`src/rtl/md_pkg.sv`:
```
// Shared types and constants for the MULT/DIV sequencer.
package md_pkg;

   localparam int MD_WIDTH = 32;
   localparam int MD_ITERS = 32;

   localparam logic MD_MULT = 1'b0;
   localparam logic MD_DIV  = 1'b1;

   typedef enum logic [1:0] {
      IDLE = 2'd0,
      RUN  = 2'd1,
      FIX  = 2'd2,
      DONE = 2'd3
   } state_t;

   // Absolute value of a two's-complement operand; unsigned operands pass through.
   function automatic logic [MD_WIDTH-1:0] magnitude(input logic [MD_WIDTH-1:0] v,
                                                      input logic              is_signed);
      if (is_signed && v[MD_WIDTH-1]) begin
         return ~v + 32'd1;
      end else begin
         return v;
      end
   endfunction

endpackage

```
`src/rtl/md_sequencer_if.sv`:
```
// Operation request / result bundle between the pipeline and the MULT/DIV sequencer.
interface md_sequencer_if;
   import md_pkg::*;

   logic                start;
   logic                op;
   logic                is_unsigned;
   logic [MD_WIDTH-1:0] a;
   logic [MD_WIDTH-1:0] b;
   logic                busy;
   logic                stall;
   logic                done;
   logic                div_zero;
   logic [MD_WIDTH-1:0] hi;
   logic [MD_WIDTH-1:0] lo;

   modport master (output start, op, is_unsigned, a, b,
                   input  busy, stall, done, div_zero, hi, lo);
   modport slave  (input  start, op, is_unsigned, a, b,
                   output busy, stall, done, div_zero, hi, lo);
endinterface

```
`src/rtl/md_iter_unit.sv`:
```
// One iteration of shift-add multiply or restoring divide on operand magnitudes.
module md_iter_unit
   import md_pkg::*;
(
   input  logic                  op,
   input  logic [2*MD_WIDTH-1:0] acc,
   input  logic [2*MD_WIDTH-1:0] mc,
   input  logic [MD_WIDTH-1:0]   mq,
   output logic [2*MD_WIDTH-1:0] acc_nxt,
   output logic [2*MD_WIDTH-1:0] mc_nxt,
   output logic [MD_WIDTH-1:0]   mq_nxt
);

   logic [MD_WIDTH:0]   rem_sh_s;
   logic [MD_WIDTH+1:0] diff_s;

   // DIV: acc[32:0] is the partial remainder, mq shifts dividend out and quotient in.
   assign rem_sh_s = {acc[MD_WIDTH-1:0], mq[MD_WIDTH-1]};
   assign diff_s   = {1'b0, rem_sh_s} - {2'b00, mc[MD_WIDTH-1:0]};

   // Single-step datapath for the selected operation.
   always_comb begin
      acc_nxt = acc;
      mc_nxt  = mc;
      mq_nxt  = mq;
      case (op)
         MD_MULT: begin
            if (mq[0]) begin
               acc_nxt = acc + mc;
            end else begin
               acc_nxt = acc;
            end
            mc_nxt = {mc[2*MD_WIDTH-2:0], 1'b0};
            mq_nxt = {1'b0, mq[MD_WIDTH-1:1]};
         end
         MD_DIV: begin
            if (!diff_s[MD_WIDTH+1]) begin
               acc_nxt = {31'd0, diff_s[MD_WIDTH:0]};
               mq_nxt  = {mq[MD_WIDTH-2:0], 1'b1};
            end else begin
               acc_nxt = {31'd0, rem_sh_s};
               mq_nxt  = {mq[MD_WIDTH-2:0], 1'b0};
            end
         end
         default: begin
            acc_nxt = acc;
            mc_nxt  = mc;
            mq_nxt  = mq;
         end
      endcase
   end

endmodule

```
`src/rtl/md_sequencer.sv`:
```
// Iterative MULT/DIV sequencer: IDLE -> RUN x32 -> FIX (signs) -> DONE.
// Optional MD_EARLY_TERM_EN ends MULT once the remaining multiplier magnitude is zero.
module md_sequencer
   import md_pkg::*;
(
   input  logic           clk,
   input  logic           reset,
   md_sequencer_if.slave  bus
);

   state_t                state_r, state_nxt_s;
   logic [4:0]            cnt_r;
   logic                  op_r, neg_r, rneg_r, dz_r;
   logic [MD_WIDTH-1:0]   a_r;
   logic [2*MD_WIDTH-1:0] acc_r, mc_r, acc_nxt_s, mc_nxt_s;
   logic [MD_WIDTH-1:0]   mq_r, mq_nxt_s;
   logic [MD_WIDTH-1:0]   hi_r, lo_r, fix_hi_s, fix_lo_s;
   logic                  div_zero_r;
   logic                  accept_s, last_s, early_s, div_by_zero_s;
   logic [MD_WIDTH-1:0]   mag_a_s, mag_b_s;
   logic [2*MD_WIDTH-1:0] prod_s;
   logic [MD_WIDTH-1:0]   quo_s, rem_s;

   assign accept_s      = bus.start && ((state_r == IDLE) || (state_r == DONE));
   assign div_by_zero_s = (bus.op == MD_DIV) && (bus.b == 32'd0);
   assign mag_a_s       = magnitude(bus.a, !bus.is_unsigned);
   assign mag_b_s       = magnitude(bus.b, !bus.is_unsigned);

   md_iter_unit u_iter (
      .op      (op_r),
      .acc     (acc_r),
      .mc      (mc_r),
      .mq      (mq_r),
      .acc_nxt (acc_nxt_s),
      .mc_nxt  (mc_nxt_s),
      .mq_nxt  (mq_nxt_s)
   );

`ifdef MD_EARLY_TERM_EN
   assign early_s = (op_r == MD_MULT) && (mq_nxt_s == 32'd0);
`else
   assign early_s = 1'b0;
`endif
   assign last_s = (cnt_r == 5'(MD_ITERS - 1)) || early_s;

   // State register.
   always_ff @(posedge clk) begin
      if (reset) begin
         state_r <= IDLE;
      end else begin
         state_r <= state_nxt_s;
      end
   end

   // Next-state logic; a zero divisor bypasses RUN entirely.
   always_comb begin
      state_nxt_s = state_r;
      case (state_r)
         IDLE, DONE: begin
            if (accept_s) begin
               state_nxt_s = div_by_zero_s ? FIX : RUN;
            end else begin
               state_nxt_s = IDLE;
            end
         end
         RUN: begin
            if (last_s) begin
               state_nxt_s = FIX;
            end else begin
               state_nxt_s = RUN;
            end
         end
         FIX:     state_nxt_s = DONE;
         default: state_nxt_s = IDLE;
      endcase
   end

   // Operand capture at acceptance and iteration state while running.
   always_ff @(posedge clk) begin
      if (reset) begin
         cnt_r  <= 5'd0;
         op_r   <= MD_MULT;
         neg_r  <= 1'b0;
         rneg_r <= 1'b0;
         dz_r   <= 1'b0;
         a_r    <= 32'd0;
         acc_r  <= 64'd0;
         mc_r   <= 64'd0;
         mq_r   <= 32'd0;
      end else if (accept_s) begin
         cnt_r  <= 5'd0;
         op_r   <= bus.op;
         neg_r  <= !bus.is_unsigned && (bus.a[MD_WIDTH-1] ^ bus.b[MD_WIDTH-1]);
         rneg_r <= !bus.is_unsigned && bus.a[MD_WIDTH-1];
         dz_r   <= div_by_zero_s;
         a_r    <= bus.a;
         acc_r  <= 64'd0;
         mc_r   <= {32'd0, (bus.op == MD_MULT) ? mag_a_s : mag_b_s};
         mq_r   <= (bus.op == MD_MULT) ? mag_b_s : mag_a_s;
      end else if (state_r == RUN) begin
         cnt_r  <= cnt_r + 5'd1;
         acc_r  <= acc_nxt_s;
         mc_r   <= mc_nxt_s;
         mq_r   <= mq_nxt_s;
      end
   end

   // Sign correction: remainder follows the dividend, product/quotient follow sign xor.
   always_comb begin
      prod_s   = neg_r  ? (~acc_r + 64'd1) : acc_r;
      quo_s    = neg_r  ? (~mq_r + 32'd1) : mq_r;
      rem_s    = rneg_r ? (~acc_r[MD_WIDTH-1:0] + 32'd1) : acc_r[MD_WIDTH-1:0];
      fix_hi_s = 32'd0;
      fix_lo_s = 32'd0;
      if (dz_r) begin
         fix_hi_s = a_r;
         fix_lo_s = 32'hFFFF_FFFF;
      end else if (op_r == MD_MULT) begin
         fix_hi_s = prod_s[2*MD_WIDTH-1:MD_WIDTH];
         fix_lo_s = prod_s[MD_WIDTH-1:0];
      end else begin
         fix_hi_s = rem_s;
         fix_lo_s = quo_s;
      end
   end

   // Result registers load only on the FIX -> DONE transition.
   always_ff @(posedge clk) begin
      if (reset) begin
         hi_r       <= 32'd0;
         lo_r       <= 32'd0;
         div_zero_r <= 1'b0;
      end else if (state_r == FIX) begin
         hi_r       <= fix_hi_s;
         lo_r       <= fix_lo_s;
         div_zero_r <= dz_r;
      end
   end

   assign bus.busy     = (state_r == RUN) || (state_r == FIX);
   assign bus.stall    = bus.busy || accept_s;
   assign bus.done     = (state_r == DONE);
   assign bus.hi       = hi_r;
   assign bus.lo       = lo_r;
   assign bus.div_zero = div_zero_r;

endmodule

```
`src/flat_wrapper.sv`:
```
// flat-port wrapper written by rule: the top's interface ports become plain ports
module md_sequencer_flat import md_pkg::*;
  (clk, reset, bus_start, bus_op, bus_is_unsigned, bus_a, bus_b, bus_busy, bus_stall, bus_done, bus_div_zero, bus_hi, bus_lo);
  md_sequencer_if bus_i ();
  input  logic clk;
  input  logic reset;
  input wire logic [$bits(bus_i.start)-1:0] bus_start;
  input wire logic [$bits(bus_i.op)-1:0] bus_op;
  input wire logic [$bits(bus_i.is_unsigned)-1:0] bus_is_unsigned;
  input wire logic [$bits(bus_i.a)-1:0] bus_a;
  input wire logic [$bits(bus_i.b)-1:0] bus_b;
  output wire logic [$bits(bus_i.busy)-1:0] bus_busy;
  output wire logic [$bits(bus_i.stall)-1:0] bus_stall;
  output wire logic [$bits(bus_i.done)-1:0] bus_done;
  output wire logic [$bits(bus_i.div_zero)-1:0] bus_div_zero;
  output wire logic [$bits(bus_i.hi)-1:0] bus_hi;
  output wire logic [$bits(bus_i.lo)-1:0] bus_lo;
  assign bus_i.start = bus_start;
  assign bus_i.op = bus_op;
  assign bus_i.is_unsigned = bus_is_unsigned;
  assign bus_i.a = bus_a;
  assign bus_i.b = bus_b;
  assign bus_busy = bus_i.busy;
  assign bus_stall = bus_i.stall;
  assign bus_done = bus_i.done;
  assign bus_div_zero = bus_i.div_zero;
  assign bus_hi = bus_i.hi;
  assign bus_lo = bus_i.lo;
  md_sequencer u_core (.clk(clk), .reset(reset), .bus(bus_i));
endmodule
```
`config.mk`:
```
export PLATFORM = sky130hd
export DESIGN_NAME = md_sequencer_flat
export DESIGN_NICKNAME = d
export VERILOG_FILES = /design/src/rtl/md_pkg.sv /design/src/rtl/md_sequencer_if.sv /design/src/rtl/md_iter_unit.sv /design/src/rtl/md_sequencer.sv /design/src/flat_wrapper.sv
export SDC_FILE = /design/constraint.sdc
export NUM_CORES = 1
export LEC_CHECK = 0
export ABC_CLOCK_PERIOD_IN_PS = 5100
export BUFFER_PORTS_ARGS = -buffer_cell sky130_fd_sc_hd__buf_2
export CORE_MARGIN = 8
export CORE_UTILIZATION = 50
export DETAILED_ROUTE_END_ITERATION = 8
export PLACE_DENSITY = 0.66
export SYNTH_ARGS = -nofsm -noshare
export SYNTH_HDL_FRONTEND = slang
export SYNTH_SLANG_ARGS = --single-unit
```
`constraint.sdc`:
```
create_clock -name clk -period 5.1 [get_ports clk]
set_input_delay 1.53 -clock clk [delete_from_list [all_inputs] [get_ports clk]]
set_output_delay 1.53 -clock clk [all_outputs]
set_load 0.01 [all_outputs]
```
==> results.ini, run 1 <==
[worst_setup_path]
reg2reg_to = u_core.acc_r[50]$_SDFFE_PP0P_
r2r-start = u_core.acc_r[0]$_SDFFE_PP0P_
setup.worst_path.start = u_core.acc_r[0]$_SDFFE_PP0P_
crit_path_end = u_core.acc_r[50]$_SDFFE_PP0P_
reg2reg_slack_ns = 0.99
crit_required_ns = 5.59
end_kind = register
rr_worst_depth = 13
critPathKind = register to register
crit_fanout = 10
critPathArrivalTime_ns = 4.61
start_kind = register

[logic_synthesis]
synthTopCellsByArea = dfxtp_1 25%, a21oi_1 7.8%, nand2_1 7.7%, ha_1 6.1%, xor2_1 4.9%
syn_nets = 3158
syn_inst = 2983
synth_warnings = 0
syn_area_per_cell_sq_um = 7.18
ys_types = 82
yosys.area.top_type = dfxtp_1
async_reset_ff_frac = 0
ys_ff_latch = 268
synth_area_sq_um = 21400
seq_area_frac_synth = 0.250
ys.flop_type = dfxtp_1
synth_edf_count = 0
synth_top_area_frac = 0.250

[detailed_routing]
ant_nets = 0
vias_per_cell = 6.46
wl_mm = 84.2
vias = 23000
drt_pass1_iterations = 8
drcViolationCount = 0
drt_iter0_markers = 2726
wire_per_inst_microns = 23.6

[place]
place_inst = 3498
port_buffers = 136
place.gp.congestion = 0.986
dp_hpwl_mm = 64.2

[cts]
h-tree-depth = 2
post_cts_buffers = 0
clock_latency_ns = 0.56
cts_buffers = 34
ctsHoldBuffers = 0
clk_pin_slew_ns = 0.06
clockBufferDepth = 3
cts_sinks = 268
cts-resized-gates = 0
cts_tree = built
clock-root-buffer = clkbuf_16

[layout]
utilization = 0.550
drive_gt1_frac = 0.0979
fillers = 4187
area_growth_pct = 9.53
instances_no_fill = 3560
diodes = 0
multiInputGateArea_sq_um = 15000
seq_area_sq_um = 5370
final_nets = 3163

[die]
core.rowCount = 76
die_area_sq_um = 49700
start_util = 0.502
coreArea_sq_um = 42700
pin_count = 137
die_h_microns = 223
die_x_microns = 223

[sta]
rsz0062_at_grt = false
min_period_over_period = 0.807
fin_setup_tns_ns = 0
fmax_mhz = 243
relSlewSlack = 0.277
hold_viol = 0
worst_pin_slew_ns = 1.08
fin_worst_skew_ns = 0.0118
fin_crit_ns = 4.11
slew_violations = 0
setup-violations-final = 0

[grt]
grt_pass1_vias = 21100
grt_antenna_before_repair = 1
grt_max_degree = 103
grt_use_total = 0.326
grt_pass1_wl_mm = 128
grt_overflow = 0

[run]
cap_violations = 0

[power]
power_leakage_uw = 0.00919
p_per_area_nw_per_um2 = 261
vdd_drop_max_v = 0.000185

[outcome]
status = finished, final reports clean

[min_path]
hp-class = register to register

==> layout by cell type, fill, tap and decap left out, types with 17 or more instances in the layout <==
master and count:
nand2_1 441, a21oi_1 332, nor2_1 274, dfxtp_1 265, o21ai_0 186, buf_2 135
xor2_1 119, xnor2_1 107, ha_1 102, a211oi_1 86, nor3_1 86, o211ai_1 74
inv_1 73, mux2i_1 51, buf_4 47, a21o_1 45, or3_1 41, o31ai_1 40
a31oi_1 35, clkbuf_16 34, nand4_1 28, a311oi_1 28, nand3_1 27, nand2b_1 24
nor2b_1 20, o21a_1 19, and3_1 17
==> registers in the layout, summed over array words and instances (netlist names), 2 cells and up <==
signal / count
u_core.a_r: 32
u_core.acc_r: 64
u_core.bus.hi: 32
u_core.bus.lo: 32
u_core.cnt_r: 5
u_core.mc_r: 64
u_core.mq_r: 32
u_core.state_r: 2
==> metal layers <==
layer	track usage	routed length, microns	part of all wire
met2	0.481	35500	0.42
met1	0.445	35500	0.42
met4	0.165	4560	0.054
met3	0.0637	8620	0.10
met5	0	0	0
==> synth_stat cells (17+ instances only) <==
| library cell | number |
|---|---|
| nor2_1 | 276 |
| a211oi_1 | 86 |
| nand4_1 | 28 |
| xor2_1 | 119 |
| o21a_1 | 19 |
| a21o_1 | 45 |
| a311oi_1 | 28 |
| inv_1 | 74 |
| nor3_1 | 86 |
| nand2_1 | 442 |
| o31ai_1 | 40 |
| ha_1 | 104 |
| a31oi_1 | 35 |
| or3_1 | 41 |
| o211ai_1 | 74 |
| nand3_1 | 27 |
| a21oi_1 | 333 |
| and3_1 | 17 |
| dfxtp_1 | 268 |
| nand2b_1 | 25 |
| o21ai_0 | 186 |
| buf_1 | 31 |
| xnor2_1 | 107 |
| clkbuf_1 | 172 |
| nor2b_1 | 20 |
| mux2i_1 | 51 |
==> how the worst min path moves through the flow <==
stage               depth (start not counted)                           to                   startpoint  slack [ns]
floorplan                                   2  u_core.a_r[20]$_SDFFE_PP0P_  u_core.a_r[20]$_SDFFE_PP0P_        0.43
global placement                            2   u_core.a_r[4]$_SDFFE_PP0P_   u_core.a_r[4]$_SDFFE_PP0P_        0.44
detailed placement                          2  u_core.a_r[19]$_SDFFE_PP0P_  u_core.a_r[19]$_SDFFE_PP0P_        0.45
CTS                                         2  u_core.a_r[13]$_SDFFE_PP0P_  u_core.a_r[13]$_SDFFE_PP0P_        0.46
global route                                2  u_core.a_r[23]$_SDFFE_PP0P_  u_core.a_r[23]$_SDFFE_PP0P_        0.48
finish                                      2  u_core.a_r[30]$_SDFFE_PP0P_  u_core.a_r[30]$_SDFFE_PP0P_        0.46
==> final cells by class <==
class	instances	share of cell area
Tap cell	546	0.0291
Sequential cell	268	0.229
Clock inverter	12	0.00475
Timing Repair Buffer	183	0.0447
Multi-Input combinational cell	2425	0.639
Clock buffer	50	0.0418
Inverter	76	0.0122
==> stage by stage <==
step	setup WS [ns]	instance area, sq um	hold WS (ns)	total power (uW)
finish	0.987	23500	0.456	6130
CTS	1.07	23500	0.457	6100
detailed placement	0.505	22400	0.446	3700
floorplan	0.955	21400	0.431	3230
global placement	0.559	22400	0.445	3690
global route	0.781	23500	0.479	6360
==> where the power goes <==
group / switching, uW / internal (uW) / total [uW]
Clock: 1020 / 1400 / 2420
Combinational: 925 / 480 / 1410
Sequential: 143 / 2160 / 2310
Total: 2090 / 4040 / 6130
==> kinds of logic after synthesis <==
logic type / share of synthesized area
DFF: 0.250
AOI/OAI and AO/OA: 0.290
buffers and inverters: 0.0517
adders and majority gates: 0.0626
and+or+nand+nor: 0.226
xor gates and xnor gates: 0.0924
muxes: 0.0270
==> worst max-delay path, stage by stage (launching register included) <==
cell and delay [ns]:
dfxtp_1 0.43, ha_1 0.28, fa_1 0.44, a211oi_1 0.33
o21ai_0 0.15, a31oi_1 0.33, a41oi_1 0.31, a31oi_1 0.53
o21ai_0 0.29, a31oi_1 0.25, buf_4 0.17, o21ai_0 0.17
a211oi_1 0.25, nand3b_1 0.13
(Power assumes the default switching activity.)
==> inputs of run 2 (changes only) <==
--- a/config.mk
+++ b/config.mk
@@ -5,12 +5,12 @@
 export SDC_FILE = /design/constraint.sdc
 export NUM_CORES = 1
 export LEC_CHECK = 0
-export ABC_CLOCK_PERIOD_IN_PS = 5100
+export ABC_CLOCK_PERIOD_IN_PS = 3370
 export BUFFER_PORTS_ARGS = -buffer_cell sky130_fd_sc_hd__buf_2
 export CORE_MARGIN = 8
 export CORE_UTILIZATION = 50
 export DETAILED_ROUTE_END_ITERATION = 8
-export PLACE_DENSITY = 0.66
+export PLACE_DENSITY = 0.68
 export SYNTH_ARGS = -nofsm -noshare
 export SYNTH_HDL_FRONTEND = slang
 export SYNTH_SLANG_ARGS = --single-unit
==> constraint.sdc (replaced) <==
create_clock -name clk -period 3.37 [get_ports clk]
set_input_delay 1.011 -clock clk [delete_from_list [all_inputs] [get_ports clk]]
set_output_delay 1.011 -clock clk [all_outputs]
set_load 0.01 [all_outputs]
==> run 2 against run 1 <==
Register-to-register slack worse by 0.91 ns. Clock power up 58%. Via count up 6.2%. Core utilization up 7.0 points. Hold slack worse by 0.0029 ns. Flip-flop and latch count unchanged. Critical path type is now input port to register. Routed wire length up 7.2%. Largest power group unchanged. First-iteration DRC count down 3.1%. Die area unchanged. Non-clock buffer count up 321. Total power up 62%. Design area up 13%.
==> results.ini, run 2 (synthesized netlist as in run 1, its figures left out) <==
[outcome]
status = finished, final reports clean

[cts]
cts_buffers = 34  ; unchanged
cts_tree = built
cts_sinks = 268  ; unchanged
h-tree-depth = 2  ; unchanged
clock-root-buffer = clkbuf_16
clockBufferDepth = 3  ; unchanged
ctsHoldBuffers = 0  ; unchanged
clk_pin_slew_ns = 0.06  ; about the same
clock_latency_ns = 0.57  ; about the same

[layout]
drive_gt1_frac = 0.206  ; +0.108
final_cell_mix = 440 x nand2_1, 359 x buf_4, 330 x a21oi_1, 274 x nor2_1, 257 x dfxtp_1
diodes = 0  ; unchanged
area_growth_pct = 23.5
instances_no_fill = 3881  ; +9.0%
fin_area_sq_um = 26500  ; +13%
top_regs = u_core.acc_r: 64 flops, u_core.mc_r: 64 flops
final_common_cell = nand2_1
final_nets = 3484  ; +10%

[worst_setup_path]
start_kind = input port
cpMostUsedCell = or4_4
critPathKind = input port to register
path_cells = buf_6, or4_4, or4_4, or4_4, or2_4, buf_6, nand2_4, xnor2_2, nor2_1, a21oi_1, nor2_1, a311oi_1
critPathArrivalTime_ns = 3.82  ; -0.79 ns
cp_slowest_cell = or4_4
crit_fanout = 3  ; -7
crit_buf_inv = 2  ; +1
cp_slowest_stage_delay_ns = 0.54  ; about the same
crit_required_ns = 3.84  ; -1.75 ns
end_kind = register
critical_path.top_delay_family = simple AND/OR/NAND/NOR gates

[detailed_routing]
routed.top_layer = met4
drcViolationCount = 0  ; unchanged
wl_mm = 90.2  ; +7.2%
ant_nets = 0  ; unchanged
wl_met2_mm = 38.2  ; +7.6%
vias_per_cell = 6.29  ; -2.6%
wire_per_inst_microns = 23.2  ; -1.7%
drt_pass1_iterations = 5  ; -3
wl_met3_mm = 8.56  ; -0.60%
met1_length_mm = 38.7  ; +9.0%
vias = 24400  ; +6.2%
drt_iter0_markers = 2641  ; -3.1%

[sta]
fin_crit_ns = 3.35
fin_setup_tns_ns = 0  ; unchanged
fmax_mhz = 298
min_period_over_period = 0.995
relSlewSlack = 0.384  ; +0.107
worst_pin_slew_ns = 0.900  ; -0.184 ns
fin_worst_skew_ns = 0.0170  ; +0.00517 ns
rsz0062_at_grt = true
slew_violations = 0  ; unchanged
setup-violations-final = 0  ; unchanged
whs_ns = 0.454  ; -0.00288 ns
fin_ws_ns = 0.0153  ; -0.971 ns
hold_viol = 0  ; unchanged

[die]
die_area_sq_um = 49700  ; unchanged
coreArea_sq_um = 42700  ; unchanged
core.rowCount = 76  ; unchanged
start_util = 0.502  ; unchanged
die_x_microns = 223  ; unchanged
pin_count = 137  ; unchanged
die_h_microns = 223  ; unchanged

[power]
power_leakage_uw = 0.0109  ; +19%
vdd_drop_max_v = 0.000372  ; +100%
p_per_area_nw_per_um2 = 375  ; +44%

[place]
pre_cts_ws_ns = -0.549  ; -1.05 ns
place_inst = 3809  ; +8.9%
port_buffers = 136  ; unchanged
dp_hpwl_mm = 69.5  ; +8.2%
place_area_sq_um = 24800  ; +11%
place.gp.congestion = 0.998  ; +1.2%

[grt]
grt_pass1_wl_mm = 136  ; +6.1%
grt_antenna_before_repair = 1  ; unchanged
grt_overflow = 0  ; unchanged
grt_use_total = 0.346  ; +0.0206
grt_pass1_vias = 22400  ; +6.4%
grt_max_degree = 146  ; +42%

[run]
cap_violations = 0  ; unchanged

[min_path]
hp-class = register to register

==> run 2: cell types whose count changed in the layout (fill, tap and decap cells not counted), sizes merged <==
cell	change
clkinv	-1
buf	+321
clkbuf	-1
clkinvlp	+1
bufinv	+1
==> run 2: worst paths after layout <==
check / start / endpoint / slack, ns / cells after the start
setup / recovery: bus_a[9] / u_core.mc_r[21]$_SDFFE_PP0P_ / 0.02 / 12
hold / removal: u_core.a_r[14]$_SDFFE_PP0P_ / u_core.a_r[14]$_SDFFE_PP0P_ / 0.45 / 2
setup reg to reg: u_core.acc_r[17]$_SDFFE_PP0P_ / u_core.bus.hi[30]$_SDFFE_PP0P_ / 0.08 / 13
hold reg to reg: u_core.a_r[14]$_SDFFE_PP0P_ / u_core.a_r[14]$_SDFFE_PP0P_ / 0.45 / 2
==> run 2: tightest hold or removal path, stage by stage, from the launching register on <==
cell	delay (ns)
dfxtp_1	0.31
nand2_1	0.05
a21oi_1	0.05
==> run 2: power by group <==
part           internal (uW)  total (uW)  switching (uW)
clock network           2250        3820            1580
registers               3270        3420             148
logic                   1080        2680            1600
==> run 2: layout make-up <==
type                    instances  area [sq um]
clock inverters                13           148
multi-input cells            2425         15400
fillers                      4047         16200
inverters                      76           285
repair buffers                504          3570
well taps                     546           683
clock buffers                  49          1010
flip-flops and latches        268          5380
==> run 2: timing repair <==
item | in CTS | in global routing
endpoints found under the setup margin | 53 | 62
pin swaps | 6 | 36
buffers inserted | 2 | 8
resized for setup | 18 | 72
==> run 2: through the flow <==
step,total power (uW),util
after global placement,5980,0.582
after global routing,10300,0.620
after floorplan,4890,-
final,9920,0.620
after CTS,9800,0.611
after detailed placement,6000,0.582
==> run 2: per-layer routing <==
| layer | GRT usage | vias up |
|---|---|---|
| li1 | - | 11400 |
| met1 | 0.470 | 11600 |
| met2 | 0.519 | 1209 |
| met3 | 0.0691 | 173 |
| met4 | 0.164 | 0 |
| met5 | 0 | - |
